[src/rtl/timer_periph.sv]
// Purpose : CPU-mapped 16-bit timer with prescaler, up/continuous(/up-down) modes and one IRQ.
// Latency : register reads are combinational; writes and count updates land on the next MCLK edge.
// Backpress: none -- every bus access completes in one cycle, no stall path exists.
//
// Register window (word-aligned at BASE_ADDR):
//   +0 CTL  : [7:6] ID divide /1,/2,/4,/8 ; [5:4] MC 00 stop,01 up,10 continuous,11 up/down
//             [2] CLR (self-clearing, reads 0) ; [1] IE ; [0] IFG ; other bits read 0
//   +2 R    : 16-bit counter
//   +4 CCR0 : 16-bit compare/period register
//
// Ports:
//   MCLK        in   system clock, all state on rising edge
//   reset       in   synchronous active-low reset
//   MAB         in   [15:0] CPU address
//   MDBout      in   [15:0] CPU write data
//   MW          in   write strobe (1 = write)
//   BW          in   access width (1 = byte, 0 = word)
//   INTACK      in   CPU interrupt acknowledge
//   MDBin       out  [15:0] read data, zero when not selected (OR-combinable bus)
//   INT         out  interrupt request = IFG & IE
//   IntAddrLSBs out  [5:0] constant vector LSBs
//
// Build option: define TIMER_UPDOWN_EN to enable up/down counting for MC=11.
// Without it MC=11 is a stop mode that still reads back as written, and no
// direction flop is built.

module timer_periph #(
    parameter logic [15:0] BASE_ADDR   = 16'h0340,
    parameter logic [5:0]  VECTOR_LSBS = 6'h35
) (
    input  logic        MCLK,
    input  logic        reset,
    input  logic [15:0] MAB,
    input  logic [15:0] MDBout,
    input  logic        MW,
    input  logic        BW,
    input  logic        INTACK,
    output logic [15:0] MDBin,
    output logic        INT,
    output logic [5:0]  IntAddrLSBs
);

    localparam logic [1:0]  MC_STOP = 2'b00;
    localparam logic [1:0]  MC_UP   = 2'b01;
    localparam logic [1:0]  MC_CONT = 2'b10;
    localparam logic [1:0]  MC_UPDN = 2'b11;

    localparam logic [15:0] ADDR_CTL  = BASE_ADDR;
    localparam logic [15:0] ADDR_R    = BASE_ADDR + 16'd2;
    localparam logic [15:0] ADDR_CCR0 = BASE_ADDR + 16'd4;

    // ------------------------------------------------------------------
    // State
    // ------------------------------------------------------------------
    logic [1:0]  r_id;
    logic [1:0]  r_mc;
    logic        r_ie;
    logic        r_ifg;
    logic [15:0] r_cnt;
    logic [15:0] r_ccr0;
    logic [2:0]  r_presc;
`ifdef TIMER_UPDOWN_EN
    logic        r_dir;          // 0 = counting up, 1 = counting down
`endif

    // ------------------------------------------------------------------
    // Address decode and write qualification
    // ------------------------------------------------------------------
    logic        w_sel_ctl;
    logic        w_sel_r;
    logic        w_sel_ccr0;
    logic        w_sel_any;
    logic        w_wr_ctl;
    logic        w_wr_r;
    logic        w_wr_ccr0;
    logic        w_wr_lo;        // access touches the low byte
    logic        w_ctl_lo_wr;    // CTL write that carries the control bits
    logic        w_clr;
    logic        w_mode_chg;

    assign w_sel_ctl  = (MAB[15:1] == ADDR_CTL[15:1]);
    assign w_sel_r    = (MAB[15:1] == ADDR_R[15:1]);
    assign w_sel_ccr0 = (MAB[15:1] == ADDR_CCR0[15:1]);
    assign w_sel_any  = w_sel_ctl | w_sel_r | w_sel_ccr0;

    assign w_wr_ctl   = MW & w_sel_ctl;
    assign w_wr_r     = MW & w_sel_r;
    assign w_wr_ccr0  = MW & w_sel_ccr0;

    assign w_wr_lo    = ~BW | ~MAB[0];

    // CTL's upper byte holds no state, so only low-byte/word writes matter.
    // Both carry the control bits on MDBout[7:0].
    assign w_ctl_lo_wr = w_wr_ctl & w_wr_lo;
    assign w_clr       = w_ctl_lo_wr & MDBout[2];
    assign w_mode_chg  = w_ctl_lo_wr & ((MDBout[7:6] != r_id) | (MDBout[5:4] != r_mc));

    // Byte-lane merge: a byte write to either half takes its data from MDBout[7:0].
    function automatic logic [15:0] f_merge(input logic [15:0] old_v,
                                            input logic [15:0] wdat,
                                            input logic        bw,
                                            input logic        odd);
        logic [15:0] res;
        if (!bw) begin
            res = wdat;
        end else if (odd) begin
            res = {wdat[7:0], old_v[7:0]};
        end else begin
            res = {old_v[15:8], wdat[7:0]};
        end
        return res;
    endfunction

    logic [15:0] w_r_wdat;
    logic [15:0] w_ccr0_wdat;

    assign w_r_wdat    = f_merge(r_cnt,  MDBout, BW, MAB[0]);
    assign w_ccr0_wdat = f_merge(r_ccr0, MDBout, BW, MAB[0]);

    // ------------------------------------------------------------------
    // Read path (combinational, zero when not selected)
    // ------------------------------------------------------------------
    logic [15:0] w_ctl_rd;
    logic [15:0] w_reg_rd;

    assign w_ctl_rd = {8'h00, r_id, r_mc, 2'b00, r_ie, r_ifg};

    always_comb begin
        w_reg_rd = 16'h0000;
        if (w_sel_ctl) begin
            w_reg_rd = w_ctl_rd;
        end else if (w_sel_r) begin
            w_reg_rd = r_cnt;
        end else if (w_sel_ccr0) begin
            w_reg_rd = r_ccr0;
        end
    end

    always_comb begin
        MDBin = 16'h0000;
        if (w_sel_any) begin
            if (!BW) begin
                MDBin = w_reg_rd;
            end else if (MAB[0]) begin
                MDBin = {8'h00, w_reg_rd[15:8]};
            end else begin
                MDBin = {8'h00, w_reg_rd[7:0]};
            end
        end
    end

    // ------------------------------------------------------------------
    // Prescaler / tick generation
    // ------------------------------------------------------------------
    logic       w_running;
    logic [2:0] w_mask;
    logic       w_tick;

    always_comb begin
        w_running = 1'b0;
        case (r_mc)
            MC_UP:   w_running = 1'b1;
            MC_CONT: w_running = 1'b1;
`ifdef TIMER_UPDOWN_EN
            MC_UPDN: w_running = 1'b1;
`endif
            default: w_running = 1'b0;
        endcase
    end

    always_comb begin
        w_mask = 3'd0;
        case (r_id)
            2'd0:    w_mask = 3'd0;
            2'd1:    w_mask = 3'd1;
            2'd2:    w_mask = 3'd3;
            default: w_mask = 3'd7;
        endcase
    end

    // Tick on the last cycle of each 2^ID window; the prescaler restarts at 0
    // after it, so the first tick after a restart lands 2^ID cycles later.
    assign w_tick = w_running & ((r_presc & w_mask) == w_mask);

    // ------------------------------------------------------------------
    // Counter next value on a tick
    // ------------------------------------------------------------------
    logic [15:0] w_cnt_tick;
    logic        w_ifg_evt;
`ifdef TIMER_UPDOWN_EN
    logic        w_dir_nxt;
`endif

    always_comb begin
        w_cnt_tick = r_cnt;
        w_ifg_evt  = 1'b0;
`ifdef TIMER_UPDOWN_EN
        w_dir_nxt  = r_dir;
`endif
        case (r_mc)
            MC_UP: begin
                if (r_ccr0 == 16'h0000) begin
                    w_cnt_tick = 16'h0000;
                end else if (r_cnt < r_ccr0) begin
                    w_cnt_tick = r_cnt + 16'd1;
                end else begin
                    w_cnt_tick = 16'h0000;
                    w_ifg_evt  = 1'b1;
                end
            end
            MC_CONT: begin
                w_cnt_tick = r_cnt + 16'd1;
                w_ifg_evt  = (r_cnt == 16'hFFFF);
            end
`ifdef TIMER_UPDOWN_EN
            MC_UPDN: begin
                if (r_ccr0 == 16'h0000) begin
                    w_cnt_tick = 16'h0000;
                    w_dir_nxt  = 1'b0;
                end else if (!r_dir && (r_cnt < r_ccr0)) begin
                    w_cnt_tick = r_cnt + 16'd1;
                end else if (r_cnt <= 16'd1) begin
                    // Bottom of the down slope (also covers CCR0=1 where the
                    // turn-around step is itself the 1 -> 0 step).
                    w_cnt_tick = 16'h0000;
                    w_ifg_evt  = (r_cnt == 16'd1);
                    w_dir_nxt  = 1'b0;
                end else begin
                    w_cnt_tick = r_cnt - 16'd1;
                    w_dir_nxt  = 1'b1;
                end
            end
`endif
            default: begin
                w_cnt_tick = r_cnt;
            end
        endcase
    end

    // A CPU write to R or a CLR in the same cycle discards the tick entirely,
    // including any flag it would have raised.
    logic w_tick_apply;
    logic w_ifg_set;

    assign w_tick_apply = w_tick & ~w_wr_r & ~w_clr;
    assign w_ifg_set    = w_tick_apply & w_ifg_evt;

    // ------------------------------------------------------------------
    // Sequential state
    // ------------------------------------------------------------------
    always_ff @(posedge MCLK) begin
        if (!reset) begin
            r_id   <= 2'd0;
            r_mc   <= MC_STOP;
            r_ie   <= 1'b0;
            r_ifg  <= 1'b0;
        end else begin
            if (w_ctl_lo_wr) begin
                r_id <= MDBout[7:6];
                r_mc <= MDBout[5:4];
                r_ie <= MDBout[1];
            end
            // Hardware set beats both clear sources.
            if (w_ifg_set) begin
                r_ifg <= 1'b1;
            end else if (w_ctl_lo_wr) begin
                r_ifg <= MDBout[0];
            end else if (INTACK && INT) begin
                r_ifg <= 1'b0;
            end
        end
    end

    always_ff @(posedge MCLK) begin
        if (!reset) begin
            r_ccr0 <= 16'h0000;
        end else if (w_wr_ccr0) begin
            r_ccr0 <= w_ccr0_wdat;
        end
    end

    always_ff @(posedge MCLK) begin
        if (!reset) begin
            r_cnt <= 16'h0000;
        end else if (w_wr_r) begin
            r_cnt <= w_r_wdat;
        end else if (w_clr) begin
            r_cnt <= 16'h0000;
        end else if (w_tick_apply) begin
            r_cnt <= w_cnt_tick;
        end
    end

    always_ff @(posedge MCLK) begin
        if (!reset) begin
            r_presc <= 3'd0;
        end else if (w_clr || w_mode_chg || !w_running) begin
            r_presc <= 3'd0;
        end else if (w_tick) begin
            r_presc <= 3'd0;
        end else begin
            r_presc <= r_presc + 3'd1;
        end
    end

`ifdef TIMER_UPDOWN_EN
    always_ff @(posedge MCLK) begin
        if (!reset) begin
            r_dir <= 1'b0;
        end else if (w_clr) begin
            r_dir <= 1'b0;
        end else if (w_tick_apply) begin
            r_dir <= w_dir_nxt;
        end
    end
`endif

    // ------------------------------------------------------------------
    // Outputs
    // ------------------------------------------------------------------
    assign INT         = r_ifg & r_ie;
    assign IntAddrLSBs = VECTOR_LSBS;

endmodule

[config.mk]
export PLATFORM = sky130hd
export DESIGN_NAME = timer_periph
export DESIGN_NICKNAME = d
export VERILOG_FILES = /design/src/rtl/timer_periph.sv
export SDC_FILE = /design/constraint.sdc
export NUM_CORES = 1
export LEC_CHECK = 0
export BUFFER_PORTS_ARGS = -buffer_cell sky130_fd_sc_hd__buf_2
export CELL_PAD_IN_SITES_DETAIL_PLACEMENT = 1
export CELL_PAD_IN_SITES_GLOBAL_PLACEMENT = 2
export CORE_MARGIN = 2
export CORE_UTILIZATION = 29
export DETAILED_ROUTE_END_ITERATION = 7
export GPL_TIMING_DRIVEN = 0
export PLACE_DENSITY = 0.84
export SETUP_SLACK_MARGIN = 0.2
export SLEW_MARGIN = 0
export SYNTH_ARGS = -nofsm -noshare
export SYNTH_HDL_FRONTEND = slang
export SYNTH_SLANG_ARGS = --single-unit
[constraint.sdc]
create_clock -name MCLK -period 2.79 [get_ports MCLK]
set_clock_uncertainty 0.05 [all_clocks]
set_input_delay 0.4185 -clock MCLK [delete_from_list [all_inputs] [get_ports MCLK]]
set_output_delay 0.4185 -clock MCLK [all_outputs]
set_load 0.01 [all_outputs]
# Word-level counts from Yosys, hierarchy flattened
# Cells that the tools add are included.
# op_classes
n_addsub	2
order_cmp	1
eq_ne	15
n_mux	22
bitwise_logic	21
reduce_logical	15
# ops
op	n
$mux W16	12
$eq A15 B9 Y1 const B	3
$pmux W16 S2	1
$add A16 B1 Y16 const B	1
$eq A16 B16 Y1 const B	1
$logic_not A16 Y1	1
$lt A16 B16 Y1	1
$and A1 B1 Y1	11
$pmux W3 S3	1
$mux W8	1
$mux W1	6
$ne A3 B3 Y1 const B	2
$reduce_and A3 Y1	2
$reduce_bool A3 Y1	2
$not A1 Y1	5
$eq A2 B1 Y1 const B	2
$eq A2 B2 Y1 const B	2
$ne A2 B2 Y1	2
$ne A2 B2 Y1 const B	2
$or A1 B1 Y1	4
$reduce_and A2 Y1	2
$reduce_bool A4 Y1	1
$add A3 B1 Y3 const B	1
$and A3 B3 Y3	1
8 further kinds	9
# totals
reg_bits	41
output_inout_bits	23
elab_cells	85

# Logic depth before layout (Yosys ltp)
# depth
word_depth	10
ltp_mapped	9
ltp_nobuf	8

# Worst setup path after synthesis
# OpenSTA, ideal clock, no wires.
# synth_timing
path_type	input to output
startpoint	in MAB[12]
endpoint	out MDBin[5]
arrival_time_ns	2.492
setup_slack_ns	-0.170
path_stages	6
path_buffers	1
path_cell_list	or4_4 > or3_1 > buf_6 > or4_1 > o21bai_1 > a211oi_1
# synth_between
elab_chain_cells	7
word_cells_on_any_way	11
classes_between	eq/ne (3); mux (6); bitwise (2)
# synth_rtl
item	line	rtl
from (decl)	33	input logic [15:0] MAB,
$eq A15 B9 Y1	83	assign w_sel_ccr0 = (MAB[15:1] == ADDR_CCR0[15:1]);
$mux W16	134	end else if (w_sel_ccr0) begin
$mux W16	132	end else if (w_sel_r) begin
$mux W16	130	if (w_sel_ctl) begin
$mux W8	144	end else if (MAB[0]) begin
$mux W16	142	if (!BW) begin
$mux W16 (*)	141	if (w_sel_any) begin
to (decl)	38	output logic [15:0] MDBin,
# Mark *: on every way between the ends. The rest lies on a longest branch, timed or not.

# Worst setup path in the final report
# layout_timing
startpoint	in MAB[15]
endpoint	out MDBin[4]
# Same word-level chain as after synthesis.

==> results by stage <==
Finish:
- The finished layout holds 671 standard cells, fillers aside.
- The synthesis-to-finish area growth is 41.5%.
- The library cell used most frequently in the layout, excluding fill and tap cells, is sky130_fd_sc_hd__nand2_1.
- The number of diodes added for antenna fixing is 0.
- The fraction of layout instances using a drive strength above 1 is 0.348.
- In the layout the commonest cells are 55 x sky130_fd_sc_hd__nand2_1, 44 x sky130_fd_sc_hd__buf_2, 25 x sky130_fd_sc_hd__inv_1, 25 x sky130_fd_sc_hd__dfxtp_1, 24 x sky130_fd_sc_hd__buf_4.
- The net count reported at finish is 583.
- The final core area utilization is 0.416.

Worst setup path:
- The worst register-to-register path has a setup slack of 0.22 ns.
- The critical path class is input pin to output port.
- For the worst setup path, the data required time is 2.32 ns.
- Of all nets on the critical path, the largest fanout is 10.
- The critical path startpoint category is an input pin.
- The type of destination of the critical path is an output port.
- The data arrival time of the worst path is 2.71 ns.

Detailed routing:
- The count of unresolved DRC violations after routing is 0.
- The total number of vias is 3942.
- Dividing the detail-routed wire length by the instance count gives 22.4 um.
- The count of antenna-violating nets left after detailed routing is 0.
- The first-pass iteration count of the detailed router is 6.
- The first-iteration detailed-routing DRC count is 335.
- The via density per instance is 5.87.
- The final layout contains routed wiring with a total length of 15.1 mm.

STA:
- For the pin with the worst max-slew slack, the measured transition is 0.760 ns.
- In the finished design, the share of the clock period the worst path needs comes to 1.14.
- The final max-slew violation count is 0.
- Hold timing on the final database bottoms out at a slack of 0.378 ns.
- The final setup violation count is 16.
- The number of endpoints with negative hold slack in the final report came to 0.
- The time the final worst path needs with I/O delays and setup is 3.17 ns.
- Once routing completed, OpenROAD measured the worst setup slack at -0.384 ns.
- Derived from the worst setup path, the maximum achievable clock frequency is 0.315 GHz.
- Setup repair after global routing could not meet its margin everywhere.
- The relative slew slack is 0.486.

GRT:
- The total overflow left after global routing is 0.
- In the global route stage, overall resource usage came out at 0.230.
- The global-route track usage on met2 is 0.382.
- The most used routing layer is met2.
- The number of antenna violations at the first check in global routing is 0.
- The largest net degree at the start of global routing is 14.
- The number of global-route vias before repair is 3975.
- The met1 capacity usage during global routing is 0.304.
- The first-pass GRT wire length is 22.2 mm.
- For this run, global-route usage on met3 was measured as 0.0355.

Placement:
- In this run the tool buffered the top-level ports with 51 buffer cells.
- Routability-driven placement finished with a final weighted congestion of 0.914.
- Detailed placement ended at an HPWL of 10.5 mm.
- The setup slack at placement is -0.837 ns.
- The instance count after placement with tap cells included is 639.

Clock tree:
- The clock latency of the later-clocked register in the worst-skew pair is 0.29 ns.
- The total number of H-tree levels is 2.
- In this run the clock root is driven by a sky130_fd_sc_hd__clkbuf_16.
- The clock transition time at the flip-flop clock pins of the worst setup and hold paths is 0.07 ns.
- TritonCTS built the clock tree.
- CTS saw 41 sinks.
- The number of hold buffers added after CTS is 0.
- The number of clock buffers added by TritonCTS is 5.
- The clock passes through at most 2 buffers.

Synthesis:
- The share of the Yosys chip area taken by registers is 0.247.
- In this run, synthesis produced a sequential element count of 41.
- The number of synthesized flops with an enable pin is 0.
- Summing every instance area after synthesis gives 3330 um2.
- The fraction of synthesis flops using an asynchronous set or reset pin is 0.
- The Yosys step of the flow raised 0 warnings.
- The number of library cell types mapped by synthesis is 62.
- The cell count after synthesis is 441.
- The primary flip-flop cell chosen by synthesis mapping is sky130_fd_sc_hd__dfxtp_1.
- Each instance of the synthesized netlist takes up on average 7.54 um2.

Die:
- The floorplan step defined a core boundary enclosing 11300 um2.
- The number of top-level pins is 60.
- In this run the horizontal extent of the chip is 111 um.
- For this configuration, the core starts out at a cell density of 0.294.
- The vertical extent of the die is 111 um.
- The floorplan step defined a die boundary enclosing 12300 um2.
- The number of cell rows is 39.

Run status:
- The flow ran to the end, but the final reports show violations.
- The final reports fail on setup timing.

Worst hold path:
- The class of the most critical hold timing path is input pin to register.

Flow run:
- Max-cap violations in this run came to 0.

Pwr:
- The peak supply drop is 0.250 mV.
- Dividing total power by cell area gives a power density of 308 nW/um2.
- The overall power consumption is 1.45 mW.
- The leakage power summed over all cells is 1.80 nW.
## cells in the mapped netlist, drive strengths merged, types with 3 or more instances
| cell type | count | area, um2 |
|---|---|---|
| a21o | 3 | 22.5 |
| xor2 | 4 | 35.0 |
| o211a | 7 | 70.1 |
| a21boi | 17 | 128 |
| nand2b | 7 | 43.8 |
| o21ai | 23 | 115 |
| nor2b | 8 | 50.1 |
| nand3 | 23 | 115 |
| a211oi | 11 | 82.6 |
| nand2 | 56 | 210 |
| o221a | 5 | 56.3 |
| clkbuf | 15 | 56.3 |
| nor4 | 8 | 65.1 |
| nor2 | 29 | 109 |
| ha | 19 | 238 |
| a31oi | 8 | 50.1 |
| a221oi | 9 | 78.8 |
| inv | 25 | 93.8 |
| and3 | 5 | 31.3 |
| dfxtp | 41 | 821 |
| and2 | 5 | 31.3 |
| o21bai | 5 | 37.5 |
| buf | 14 | 103 |
| or4 | 4 | 33.8 |
| o21a | 4 | 30.0 |
| a21oi | 20 | 100 |
| nor3 | 3 | 15.0 |
| xnor2 | 13 | 114 |
| or3 | 3 | 18.8 |
| a22oi | 8 | 60.1 |
| o211ai | 6 | 45.0 |
| nand4 | 8 | 50.1 |
## cells by family (layout without fill, tap and decap cells)
family,after synthesis,in the layout,synth area share
xor gates and xnor gates,17,17,0.0448
other,2,6,0.00226
AOI/OAI and AO/OA,141,141,0.305
DFF,41,41,0.247
muxes,1,1,0.00301
buffers and inverters,54,137,0.0760
adders and majority gates,19,19,0.0715
and+or+nand+nor,166,166,0.251
## state kept, by name, indices dropped and copies added, names as in the netlist
signal / cells
r_ccr0: 16
r_id: 2
r_ifg: 1
r_presc: 3
r_cnt: 16
r_mc: 2
r_ie: 1
## through the flow
stage	instance area (um2)	setup TNS (ns)
after floorplan	3460	-1.28
after global placement	3890	-13.05
after detailed placement	3890	-13.46
after CTS	4500	-3.97
after global routing	4710	-4.73
final	4710	-4.23
## worst max-delay path, stage by stage
cell	delay (ns)
sky130_fd_sc_hd__buf_6	0.09
sky130_fd_sc_hd__or4_4	0.53
sky130_fd_sc_hd__or3_4	0.34
sky130_fd_sc_hd__buf_6	0.14
sky130_fd_sc_hd__nor4_4	0.17
sky130_fd_sc_hd__buf_6	0.19
sky130_fd_sc_hd__buf_8	0.17
sky130_fd_sc_hd__a22oi_2	0.14
sky130_fd_sc_hd__a211oi_2	0.32
sky130_fd_sc_hd__buf_2	0.19
## layout make-up
type	count	area [um2]
repair buffers	75	520
inverters	25	93.8
flip-flops and latches	41	853
clock buffers	6	139
plain buffers	29	223
fillers	1368	6620
clock inverters	2	37.5
well taps	143	179
multi-input cells	350	2660
## metal layers
metal / wire length (um) / share of wire / vias to the layer above
li1: - / - / 1792
met2: 7310 / 0.49 / 172
met5: 0 / 0 / -
met1: 6390 / 0.42 / 1936
met3: 851 / 0.057 / 42
met4: 508 / 0.034 / 0
## worst paths after layout
path,from,to,depth (start not counted)
hold / removal,MDBout[3],r_ccr0[3],3
hold reg to reg,r_presc[0],r_presc[0],1
setup / recovery,MAB[15],MDBin[4],10
setup reg to reg,r_ccr0[7],r_cnt[2],9
## repair_timing
item,in CTS,in global routing
pin swaps,25,14
resized for setup,75,34
cloned,0,0
setup buffers,16,8
setup endpoints to repair,34,27
## report_power, final
group | internal (mW) | total [mW] | switching [mW]
clock | 0.448 | 0.720 | 0.273
combinational | 0.0555 | 0.147 | 0.0916
sequential | 0.580 | 0.580 | 0.0000388
total | 1.08 | 1.45 | 0.364
(Power assumes the default switching activity.)
